==> config.mk <==
export PLATFORM = sky130hd
export DESIGN_NAME = char_overlay
export DESIGN_NICKNAME = d
export VERILOG_FILES = /design/src/rtl/char_overlay_pkg.sv /design/src/rtl/char_glyph_rom.sv /design/src/rtl/char_overlay.sv
export SDC_FILE = /design/constraint.sdc
export NUM_CORES = 1
export LEC_CHECK = 0
export CORE_MARGIN = 8
export CORE_UTILIZATION = 40
export DETAILED_ROUTE_END_ITERATION = 12
export GPL_TIMING_DRIVEN = 0
export HOLD_SLACK_MARGIN = 0.12
export SYNTH_ARGS = -nofsm -noshare
export SYNTH_HDL_FRONTEND = slang
export SYNTH_SLANG_ARGS = --single-unit
export TNS_END_PERCENT = 5
==> constraint.sdc <==
create_clock -name clk -period 9 [get_ports clk]
set_input_delay 0.9 -clock clk [delete_from_list [all_inputs] [get_ports clk]]
set_output_delay 0.9 -clock clk [all_outputs]
set_load 0.01 [all_outputs]
==> src/rtl/char_overlay_pkg.sv <==
// char_overlay_pkg
// Shared constants for the character overlay: colour constants and the glyph
// code map understood by char_glyph_rom.
//   BLACK / WHITE : 24-bit RGB888 colours
//   GLYPH_*       : codes of the Chinese labels; codes 0-9 are the digits
package char_overlay_pkg;

   localparam logic [23:0] BLACK = 24'h000000;
   localparam logic [23:0] WHITE = 24'hFFFFFF;

   // Codes 0..9 render the decimal digit of the same value.
   localparam logic [7:0] GLYPH_HONG  = 8'd10; // red
   localparam logic [7:0] GLYPH_LV    = 8'd11; // green
   localparam logic [7:0] GLYPH_JIN   = 8'd12; // near
   localparam logic [7:0] GLYPH_ZHONG = 8'd13; // middle
   localparam logic [7:0] GLYPH_YUAN  = 8'd14; // far
   localparam logic [7:0] GLYPH_WU    = 8'd15; // none

endpackage

==> src/rtl/char_glyph_rom.sv <==
// char_glyph_rom
// Glyph table with a registered one-cycle read of one glyph row.
//   clk, rst : clock, synchronous active-high reset (clears the read register)
//   code     : glyph code (unknown codes read as an all-zero row)
//   row      : glyph row within the cell
//   row_bits : CHAR_W pixels of the addressed row, MSB = leftmost pixel
// Glyphs are drawn from seven bar segments laid out in a 16x32 cell; the
// Chinese labels use distinct segment shapes so each stays recognisable.
module char_glyph_rom
   import char_overlay_pkg::*;
#(
   parameter int CHAR_W = 16,
   parameter int ROW_W  = 5
) (
   input  logic              clk,
   input  logic              rst,
   input  logic [7:0]        code,
   input  logic [ROW_W-1:0]  row,
   output logic [CHAR_W-1:0] row_bits
);

   // Segment bits: 0=top, 1=upper right, 2=lower right, 3=bottom,
   // 4=lower left, 5=upper left, 6=middle.
   function automatic logic [6:0] seg_mask(input logic [7:0] c);
      case (c)
         8'd0:        return 7'h3F;
         8'd1:        return 7'h06;
         8'd2:        return 7'h5B;
         8'd3:        return 7'h4F;
         8'd4:        return 7'h66;
         8'd5:        return 7'h6D;
         8'd6:        return 7'h7D;
         8'd7:        return 7'h07;
         8'd8:        return 7'h7F;
         8'd9:        return 7'h6F;
         GLYPH_HONG:  return 7'h77;
         GLYPH_LV:    return 7'h7C;
         GLYPH_JIN:   return 7'h39;
         GLYPH_ZHONG: return 7'h5E;
         GLYPH_YUAN:  return 7'h79;
         GLYPH_WU:    return 7'h71;
         default:     return 7'h00;
      endcase
   endfunction

   function automatic logic [CHAR_W-1:0] glyph_row(input logic [7:0] c, input int r);
      logic [6:0]        m;
      logic [CHAR_W-1:0] b;
      int                r0, r1, c0, c1;
      m = seg_mask(c);
      b = '0;
      for (int s = 0; s < 7; s++) begin
         case (s)
            1:       begin r0 = 2;  r1 = 16; c0 = 11; c1 = 13; end
            2:       begin r0 = 15; r1 = 29; c0 = 11; c1 = 13; end
            3:       begin r0 = 27; r1 = 29; c0 = 3;  c1 = 12; end
            4:       begin r0 = 15; r1 = 29; c0 = 2;  c1 = 4;  end
            5:       begin r0 = 2;  r1 = 16; c0 = 2;  c1 = 4;  end
            6:       begin r0 = 15; r1 = 16; c0 = 3;  c1 = 12; end
            default: begin r0 = 2;  r1 = 4;  c0 = 3;  c1 = 12; end
         endcase
         if (m[s] && r >= r0 && r <= r1) begin
            for (int col = 0; col < CHAR_W; col++) begin
               if (col >= c0 && col <= c1) b[CHAR_W-1-col] = 1'b1;
            end
         end
      end
      return b;
   endfunction

   always_ff @(posedge clk) begin
      if (rst) row_bits <= '0;
      else     row_bits <= glyph_row(code, int'(row));
   end

endmodule

==> src/rtl/char_overlay.sv <==
// char_overlay
// Draws a string of CHAR_NUM glyphs (optionally on an opaque box, with per-slot
// blinking) over an RGB888 video stream. Fixed two-cycle latency.
//   clk, rst                  : clock, synchronous active-high reset
//   hsycn_i, vsync_i, de_i    : input line sync, frame valid, pixel valid
//   data_i                    : input pixel
//   char_idx                  : glyph codes, slot k in bits [8k+7:8k], slot 0 leftmost
//   pos_x, pos_y              : string top-left coordinate
//   fg_color, bg_color, bg_en : glyph colour, box colour, opaque box enable
//   blink_en                  : per-slot blink enable
//   hsycn_o, vsync_o, de_o, data_o : overlaid video, inputs delayed by 2
module char_overlay
   import char_overlay_pkg::*;
#(
   parameter int HREF         = 640,
   parameter int VSYNC        = 480,
   parameter int CHAR_NUM     = 4,
   parameter int CHAR_W       = 16,
   parameter int CHAR_H       = 32,
   parameter int BLINK_FRAMES = 30
) (
   input  logic                  clk,
   input  logic                  rst,
   input  logic                  hsycn_i,
   input  logic                  vsync_i,
   input  logic                  de_i,
   input  logic [23:0]           data_i,
   input  logic [8*CHAR_NUM-1:0] char_idx,
   input  logic [10:0]           pos_x,
   input  logic [9:0]            pos_y,
   input  logic [23:0]           fg_color,
   input  logic [23:0]           bg_color,
   input  logic                  bg_en,
   input  logic [CHAR_NUM-1:0]   blink_en,
   output logic                  hsycn_o,
   output logic                  vsync_o,
   output logic                  de_o,
   output logic [23:0]           data_o
);

   localparam int SLOT_W = (CHAR_NUM > 1) ? $clog2(CHAR_NUM) : 1;
   localparam int COL_W  = (CHAR_W > 1) ? $clog2(CHAR_W) : 1;
   localparam int ROW_W  = (CHAR_H > 1) ? $clog2(CHAR_H) : 1;
   localparam int FC_W   = (BLINK_FRAMES > 1) ? $clog2(BLINK_FRAMES) : 1;
   localparam logic [11:0] CW12    = 12'(CHAR_W);
   localparam logic [11:0] STR_W12 = 12'(CHAR_NUM * CHAR_W);
   localparam logic [11:0] CH12    = 12'(CHAR_H);
   localparam logic [11:0] HREF12  = 12'(HREF);
   localparam logic [11:0] VSYNC12 = 12'(VSYNC);

   logic [10:0] x_cnt;
   logic [9:0]  y_cnt;
   logic        vs_d, armed, blink_phase;
   logic [FC_W-1:0] frame_cnt;

   logic [8*CHAR_NUM-1:0] char_idx_s;
   logic [10:0]           pos_x_s;
   logic [9:0]            pos_y_s;
   logic [23:0]           fg_s, bg_s;
   logic                  bg_en_s;
   logic [CHAR_NUM-1:0]   blink_s;

   // Raster position of the current pixel, counted only inside vsync_i.
   always_ff @(posedge clk) begin
      if (rst || !vsync_i) begin
         x_cnt <= '0;
         y_cnt <= '0;
      end else if (de_i) begin
         if (x_cnt == 11'(HREF - 1)) begin
            x_cnt <= '0;
            if (y_cnt != 10'(VSYNC - 1)) y_cnt <= y_cnt + 10'd1;
         end else begin
            x_cnt <= x_cnt + 11'd1;
         end
      end
   end

   // armed: a blanking interval has been seen since reset, so the counters are
   // aligned to a real frame start. Frames cut by a reset are neither drawn
   // nor counted towards the blink period.
   always_ff @(posedge clk) begin
      if (rst) begin
         vs_d        <= 1'b0;
         armed       <= 1'b0;
         frame_cnt   <= '0;
         blink_phase <= 1'b0;
      end else begin
         vs_d <= vsync_i;
         if (!vsync_i) armed <= 1'b1;
         if (vs_d && !vsync_i && armed) begin
            if (frame_cnt == FC_W'(BLINK_FRAMES - 1)) begin
               frame_cnt   <= '0;
               blink_phase <= ~blink_phase;
            end else begin
               frame_cnt <= frame_cnt + 1'b1;
            end
         end
      end
   end

   // Settings follow the inputs during blanking and stay frozen for the frame.
   always_ff @(posedge clk) begin
      if (rst) begin
         char_idx_s <= '0;
         pos_x_s    <= '0;
         pos_y_s    <= '0;
         fg_s       <= BLACK;
         bg_s       <= BLACK;
         bg_en_s    <= 1'b0;
         blink_s    <= '0;
      end else if (!vsync_i) begin
         char_idx_s <= char_idx;
         pos_x_s    <= pos_x;
         pos_y_s    <= pos_y;
         fg_s       <= fg_color;
         bg_s       <= bg_color;
         bg_en_s    <= bg_en;
         blink_s    <= blink_en;
      end
   end

   // Window test at 12 bits: the right/bottom edges cannot overflow, and the
   // parts past the active area are clipped instead of wrapping.
   logic [11:0] x12, y12, px12, py12, dx, dy;
   logic        in_x, in_y, in_win;
   logic [SLOT_W-1:0] slot;
   logic [COL_W-1:0]  col;
   logic [ROW_W-1:0]  row;
   logic [7:0]        code;

   assign x12    = {1'b0, x_cnt};
   assign y12    = {2'b0, y_cnt};
   assign px12   = {1'b0, pos_x_s};
   assign py12   = {2'b0, pos_y_s};
   assign in_x   = (x12 >= px12) && (x12 < px12 + STR_W12) && (x12 < HREF12);
   assign in_y   = (y12 >= py12) && (y12 < py12 + CH12) && (y12 < VSYNC12);
   assign in_win = armed && vsync_i && de_i && in_x && in_y;
   assign dx     = x12 - px12;
   assign dy     = y12 - py12;
   assign slot   = SLOT_W'(dx / CW12);
   assign col    = COL_W'(dx % CW12);
   assign row    = ROW_W'(dy);

   always_comb begin
      code = 8'd0;
      for (int k = 0; k < CHAR_NUM; k++) begin
         if (slot == SLOT_W'(k)) code = char_idx_s[8*k +: 8];
      end
   end

   logic [CHAR_W-1:0] rom_row;

   char_glyph_rom #(.CHAR_W(CHAR_W), .ROW_W(ROW_W)) u_rom (
      .clk      (clk),
      .rst      (rst),
      .code     (code),
      .row      (row),
      .row_bits (rom_row)
   );

   // Stage 1 carries everything the stage-2 mux needs, including the colours,
   // so a shadow update right after the last pixel cannot affect that pixel.
   logic             hs1, vs1, de1, win1, vis1, bgen1;
   logic [23:0]      data1, fg1, bg1;
   logic [COL_W-1:0] col1;
   logic             glyph_bit;

   always_ff @(posedge clk) begin
      if (rst) begin
         hs1   <= 1'b0;
         vs1   <= 1'b0;
         de1   <= 1'b0;
         data1 <= BLACK;
         win1  <= 1'b0;
         col1  <= '0;
         vis1  <= 1'b0;
         bgen1 <= 1'b0;
         fg1   <= BLACK;
         bg1   <= BLACK;
      end else begin
         hs1   <= hsycn_i;
         vs1   <= vsync_i;
         de1   <= de_i;
         data1 <= data_i;
         win1  <= in_win;
         col1  <= col;
         vis1  <= ~(blink_s[slot] & blink_phase);
         bgen1 <= bg_en_s;
         fg1   <= fg_s;
         bg1   <= bg_s;
      end
   end

   assign glyph_bit = rom_row[COL_W'(CHAR_W - 1) - col1];

   always_ff @(posedge clk) begin
      if (rst) begin
         hsycn_o <= 1'b0;
         vsync_o <= 1'b0;
         de_o    <= 1'b0;
         data_o  <= BLACK;
      end else begin
         hsycn_o <= hs1;
         vsync_o <= vs1;
         de_o    <= de1;
         if (win1 && vis1 && glyph_bit) data_o <= fg1;
         else if (win1 && bgen1)        data_o <= bg1;
         else                           data_o <= data1;
      end
   end

endmodule

==> flow_summary.ini, run 1 <==
[outcome]
run_status = finished clean

[floorplan]
die_area_mm2 = 0.0313
core_area_mm2 = 0.0257
die_w_um = 177
pin_count = 162
die_height_um = 177
rows = 59
start_util = 0.403

[cts]
post-cts-setup-buffers = 0
clkSlewWorstSetupHoldPaths_ns = 0.06
cts.sinks = 248
hold_buffers = 0
clkLatencyLatePin_ns = 0.54
cts_tree = built
ctsLongestPathBuffers = 3
post_cts_resized = 0
htreeDepth = 1
root_buffer = clkbuf_16
cts_buffers = 27

[layout]
final_area_mm2 = 0.0132
mostFrequentLayoutCells = dfxtp_1, nor2_1, clkdlybuf4s50_1, mux2i_1, nor2b_1
drive_above_1_share = 0.0524
layoutNonFillerInstCount = 1633
diodes = 0
fin_nets = 1454
area_delta_synth_final_pct = 28.1
final_common_cell = dfxtp_1

[global_route]
gr-usage-met1 = 0.206
track_usage = 0.166
grt_max_degree = 15
globalRouteMet3Util = 0.0309
antenna_found_initial = 0
grt.overflow.total = 0
grt_pass1_vias = 7954
grt_pass1_wl_um = 41800
met2_usage = 0.292
grt-busiest-layer = met2

[worst_setup_path]
cp.arrival_ns = 4.12
crit_type = reg -> reg
crit_chain = inv_1, ha_1, inv_1, fa_1, and3_2, nor3_4, or2_1, buf_6, mux2i_1, a21oi_1, ha_1, mux2i_1, mux2_2, a22oi_2, nand3_1
cp_max_fo = 10
slowest_stage = a21oi_1
max_stage_delay_ns = 0.53
startpoint_type = register
cp.required_ns = 9.41
end_kind = register

[synth]
seq_area_frac_synth = 0.480
synthXorXnorAreaFrac = 0.0271
ys_async_sr_fraction = 0
synth_compound_area_frac = 0.0868
synth_top_family_by_area = simple AND/OR/NAND/NOR gates
synth_seq_cells = 248
synthCells = 1088
yosysWarnings = 0
synth_edf_count = 0
synthMuxAreaShare = 0.119
synth_fa_ha_area_frac = 0.0523
yosys.area_share.simple = 0.197
synth_area_mm2 = 0.0103
synth_nets = 1265
synth_cell_types = 64
syn-mean-instance-area_um2 = 9.50
yosys_most_used_dff = dfxtp_1

[power_and_ir_drop]
pwr-share-clk = 0.417
p_int_w = 0.00196
power.share.sequential = 0.455
switching_power_w = 0.000639
powerDensity_mw_per_mm2 = 196
combPwrFrac = 0.128
power.leakage_nw = 5.45
ir_drop_mv = 0.110
swShare = 0.246

[placement]
place_area_mm2 = 0.0124
pre_cts_ws_ns = 5.34
dp_cells = 1583
hpwlAfterDp_um = 20100
port_buffers = 160
gp_congestion = 0.816

[routing]
wl_per_cell_um = 16.4
vias_per_cell = 4.89
drc = 0
num_vias = 7993
routed_wl_um = 26800
first_iter_violations = 349
ant_nets = 0
firstDrtPassIters = 6

[sta]
fmaxAchievable_ghz = 0.269
fin_skew_ns = 0.00955
tns_ns = 0
finalCriticalPeriod_ns = 3.71
rsz0062_at_grt = false
worstMarginPinSlew_ns = 0.888
timing.slew.headroom = 0.408
fin_crit_sh = 0.412
drv_slew = 0
fin_ws_ns = 5.29
final_hold_viol_count = 0
finalSetupViolCount = 0

[run]
drv_cap = 0

[hold_path]
hold_path.class = reg -> reg
## cell type report
| cell class | count | area (um2) |
|---|---|---|
| clock buffers | 38 | 777 |
| multi-input cells | 742 | 4990 |
| flip-flops and latches | 248 | 4960 |
| repair buffers | 160 | 1600 |
| plain buffers | 57 | 234 |
| inverters | 41 | 154 |
| clock inverters | 12 | 108 |
| well taps | 335 | 419 |
| fillers | 2369 | 12400 |
## power by group through the flow
stage | sequential (W) | combinational [W] | clock (W)
floorplan | 0.00120 | 0.000204 | 0
global placement | 0.00120 | 0.000330 | 0
detailed placement | 0.00120 | 0.000333 | 0
CTS | 0.00118 | 0.000335 | 0.00111
global route | 0.00119 | 0.000367 | 0.00115
finish | 0.00118 | 0.000333 | 0.00108
## stage by stage
stage               hold WS, ns  utilization  power (W)
floorplan                 0.414            -    0.00140
global placement          0.421        0.481    0.00153
detailed placement        0.423        0.481    0.00154
CTS                       0.436        0.516    0.00262
global route              0.465        0.516    0.00270
finish                    0.434        0.516    0.00259
## critical path: cells and delay by family, from the launching register on
kind	cells	cell delay, ns
AOI/OAI and AO/OA	2	0.76
adders and majority gates	3	0.92
buffers and inverters	3	0.30
DFF	1	0.33
muxes	3	0.51
and+or+nand+nor	4	0.75
## metal layers
metal,part of all wire,routed length (um),vias to the layer above
met5,0,0,-
met2,0.48,12800,178
met3,0.058,1560,42
met4,0.018,483,0
li1,-,-,4079
met1,0.45,11900,3694
## Yosys cell counts (3+ instances only)
master       n  area (um2)
dfxtp_1    248        4960
nor2_1     177         664
mux2i_1    116        1160
nor2b_1     83         519
nand2_1     66         248
nand3_1     46         230
clkbuf_1    45         169
inv_1       41         154
ha_1        40         500
a311oi_1    24         210
a21oi_1     19        95.1
o21ai_0     16        80.1
xnor2_1     16         140
xor2_1      16         140
nand2b_1    12        75.1
buf_1        8        30.0
nand4_1      8        50.1
nor4_1       8        50.1
a211oi_1     7        52.6
nor3_1       6        30.0
a22oi_1      5        37.5
and3_1       5        31.3
o211ai_1     5        37.5
a21o_1       4        30.0
a31oi_1      4        25.0
mux2_2       4        45.0
a21boi_0     3        22.5
nand3b_1     3        22.5
nor2_2       3        18.8
o2111ai_1    3        26.3
o21a_1       3        22.5
or2_1        3        18.8
or3_1        3        18.8
## flip-flops by register name, indices dropped and copies added, names as in the netlist, 24 cells and up
| signal | flops |
|---|---|
| char_idx_s | 32 |
| bg1 | 24 |
| bg_s | 24 |
| data1 | 24 |
| data_o | 24 |
| fg1 | 24 |
| fg_s | 24 |
## kinds of logic (layout without fill, tap and decap cells)
kind of cell    after synthesis  in the layout
xor+xnor                     32             32
buf+inv                      98            308
mux                         121            121
compound gates              117            117
simple gates                430            430
flops                       248            248
fa+ha+maj                    42             42
## worst paths after layout
kind / from / to / slack, ns / cells after the start
max: x_cnt[0]$_SDFFE_PP0P_ / u_rom.row_bits[4]$_SDFF_PP0_ / 5.29 / 15
min reg2reg: hs1$_SDFF_PP0_ / hsycn_o$_SDFF_PP0_ / 0.43 / 1
max reg2reg: x_cnt[0]$_SDFFE_PP0P_ / u_rom.row_bits[4]$_SDFF_PP0_ / 5.29 / 15
min: hs1$_SDFF_PP0_ / hsycn_o$_SDFF_PP0_ / 0.43 / 1
(Power assumes the default switching activity.)
==> run 2, diff against run 1 <==
==> constraint.sdc (replaced) <==
create_clock -name clk -period 3.19 [get_ports clk]
set_input_delay 0.319 -clock clk [delete_from_list [all_inputs] [get_ports clk]]
set_output_delay 0.319 -clock clk [all_outputs]
set_load 0.01 [all_outputs]
==> run 2 against run 1 <==
  * Wire length rose by 0.53%
  * Maximum frequency rose by 22%
  * Design area rose by 2.0%
  * Critical path type unchanged
==> flow_summary.ini, run 2 (same netlist as run 1, synthesis figures left out) <==
[cts]
cts_tree = built
clkLatencyLatePin_ns = 0.54
hold_buffers = 0
root_buffer = clkbuf_16
ctsLongestPathBuffers = 3
clkSlewWorstSetupHoldPaths_ns = 0.06
cts.sinks = 248
cts_buffers = 27
htreeDepth = 1

[global_route]
antenna_found_initial = 0
grt_max_degree = 15
grt_pass1_vias = 8009
grt_pass1_wl_um = 42200
track_usage = 0.167
grt.overflow.total = 0

[layout]
area_delta_synth_final_pct = 30.7
max_flop_register = char_idx_s
fin_nets = 1467
mostFrequentLayoutCells = dfxtp_1, nor2_1, clkdlybuf4s50_1, mux2i_1, nor2b_1
largest_reg_flops = 32
drive_above_1_share = 0.0801
final_common_cell = dfxtp_1
diodes = 0
layoutNonFillerInstCount = 1646

[floorplan]
start_util = 0.403
rows = 59
die_area_mm2 = 0.0313
die_w_um = 177
pin_count = 162
core_area_mm2 = 0.0257
die_height_um = 177

[placement]
port_buffers = 160
pre_cts_ws_ns = -0.474
hpwlAfterDp_um = 20100
gp_congestion = 0.816
dp_cells = 1583

[sta]
finalCriticalPeriod_ns = 3.05
tns_ns = 0
drv_slew = 0
worstMarginPinSlew_ns = 0.884
holdWs_ns = 0.340
fmaxAchievable_ghz = 0.328
fin_crit_sh = 0.955
finalSetupViolCount = 0
fin_skew_ns = 0.00945
fin_ws_ns = 0.144
final_hold_viol_count = 0
timing.slew.headroom = 0.410

[outcome]
run_status = finished clean

[worst_setup_path]
crit_type = reg -> reg
timing.rr.start = x_cnt[0]$_SDFFE_PP0P_
end_kind = register
cp.arrival_ns = 3.46
ff2ff_path_depth = 15
cp.required_ns = 3.60
startpoint_type = register
cp_max_fo = 5
crit_start = x_cnt[0]$_SDFFE_PP0P_

[hold_path]
hold_path.class = in -> reg
hold_depth = 2
min_from = data_i[9]

[routing]
first_iter_violations = 306
drc = 0
wl_per_cell_um = 16.4
routed_wl_um = 26900
vias_per_cell = 4.90
firstDrtPassIters = 4
num_vias = 8069
ant_nets = 0

[power_and_ir_drop]
powerDensity_mw_per_mm2 = 549
power.leakage_nw = 5.54
ir_drop_mv = 0.312

[run]
drv_cap = 0
[run 2: timing repair]
action,CTS,global route
buffers inserted,6,7
endpoints found under the hold margin,0,0
pin swaps,5,15
endpoints found under the setup margin,5,5
resized for setup,14,26
gates cloned,1,0
[run 2: worst max-delay path, cell delays in order (launching register included)]
cell and delay, ns:
dfxtp_2 0.32, inv_2 0.07, ha_4 0.13, inv_2 0.03
fa_2 0.41, nand3_4 0.11, a21boi_4 0.06, or2_1 0.25
buf_6 0.15, mux2i_4 0.19, buf_4 0.15, a221oi_4 0.29
mux2i_1 0.12, mux2_4 0.28, a22oi_2 0.23, nand3_1 0.09
[run 2: final timing paths]
path,endpoint,slack (ns)
setup reg to reg,u_rom.row_bits[4]$_SDFF_PP0_,0.14
hold reg to reg,hsycn_o$_SDFF_PP0_,0.43
hold / removal,data1[9]$_SDFF_PP0_,0.34
setup / recovery,u_rom.row_bits[4]$_SDFF_PP0_,0.14
[run 2: routing by layer]
metal | vias up | GRT usage | share of wire | wire length (um)
met5 | - | 0 | 0 | 0
met2 | 167 | 0.295 | 0.48 | 12900
li1 | 4108 | - | - | -
met1 | 3752 | 0.208 | 0.45 | 12100
met3 | 42 | 0.0309 | 0.054 | 1450
met4 | 0 | 0.0361 | 0.017 | 464
[run 2: power breakdown]
group          switching, W  internal [W]  total [W]
clock               0.00126       0.00179    0.00305
combinational      0.000506      0.000530    0.00104
sequential        0.0000726       0.00326    0.00333
[run 2: area by class of cell]
class,instances,area (um2)
Fill cell,2331,12200
Multi-Input combinational cell,742,5150
Sequential cell,248,4970
Timing Repair Buffer,173,1700
Clock buffer,38,777
Tap cell,335,419
Buffer,57,234
Inverter,41,154
Clock inverter,12,108
[run 2: per-stage QoR]
step / total power [W] / util / cell area, um2
finish: 0.00742 / 0.526 / 13500
global route: 0.00773 / 0.526 / 13500
CTS: 0.00746 / 0.521 / 13400
detailed placement: 0.00434 / 0.481 / 12400
global placement: 0.00433 / 0.481 / 12400
floorplan: 0.00396 / - / 10300
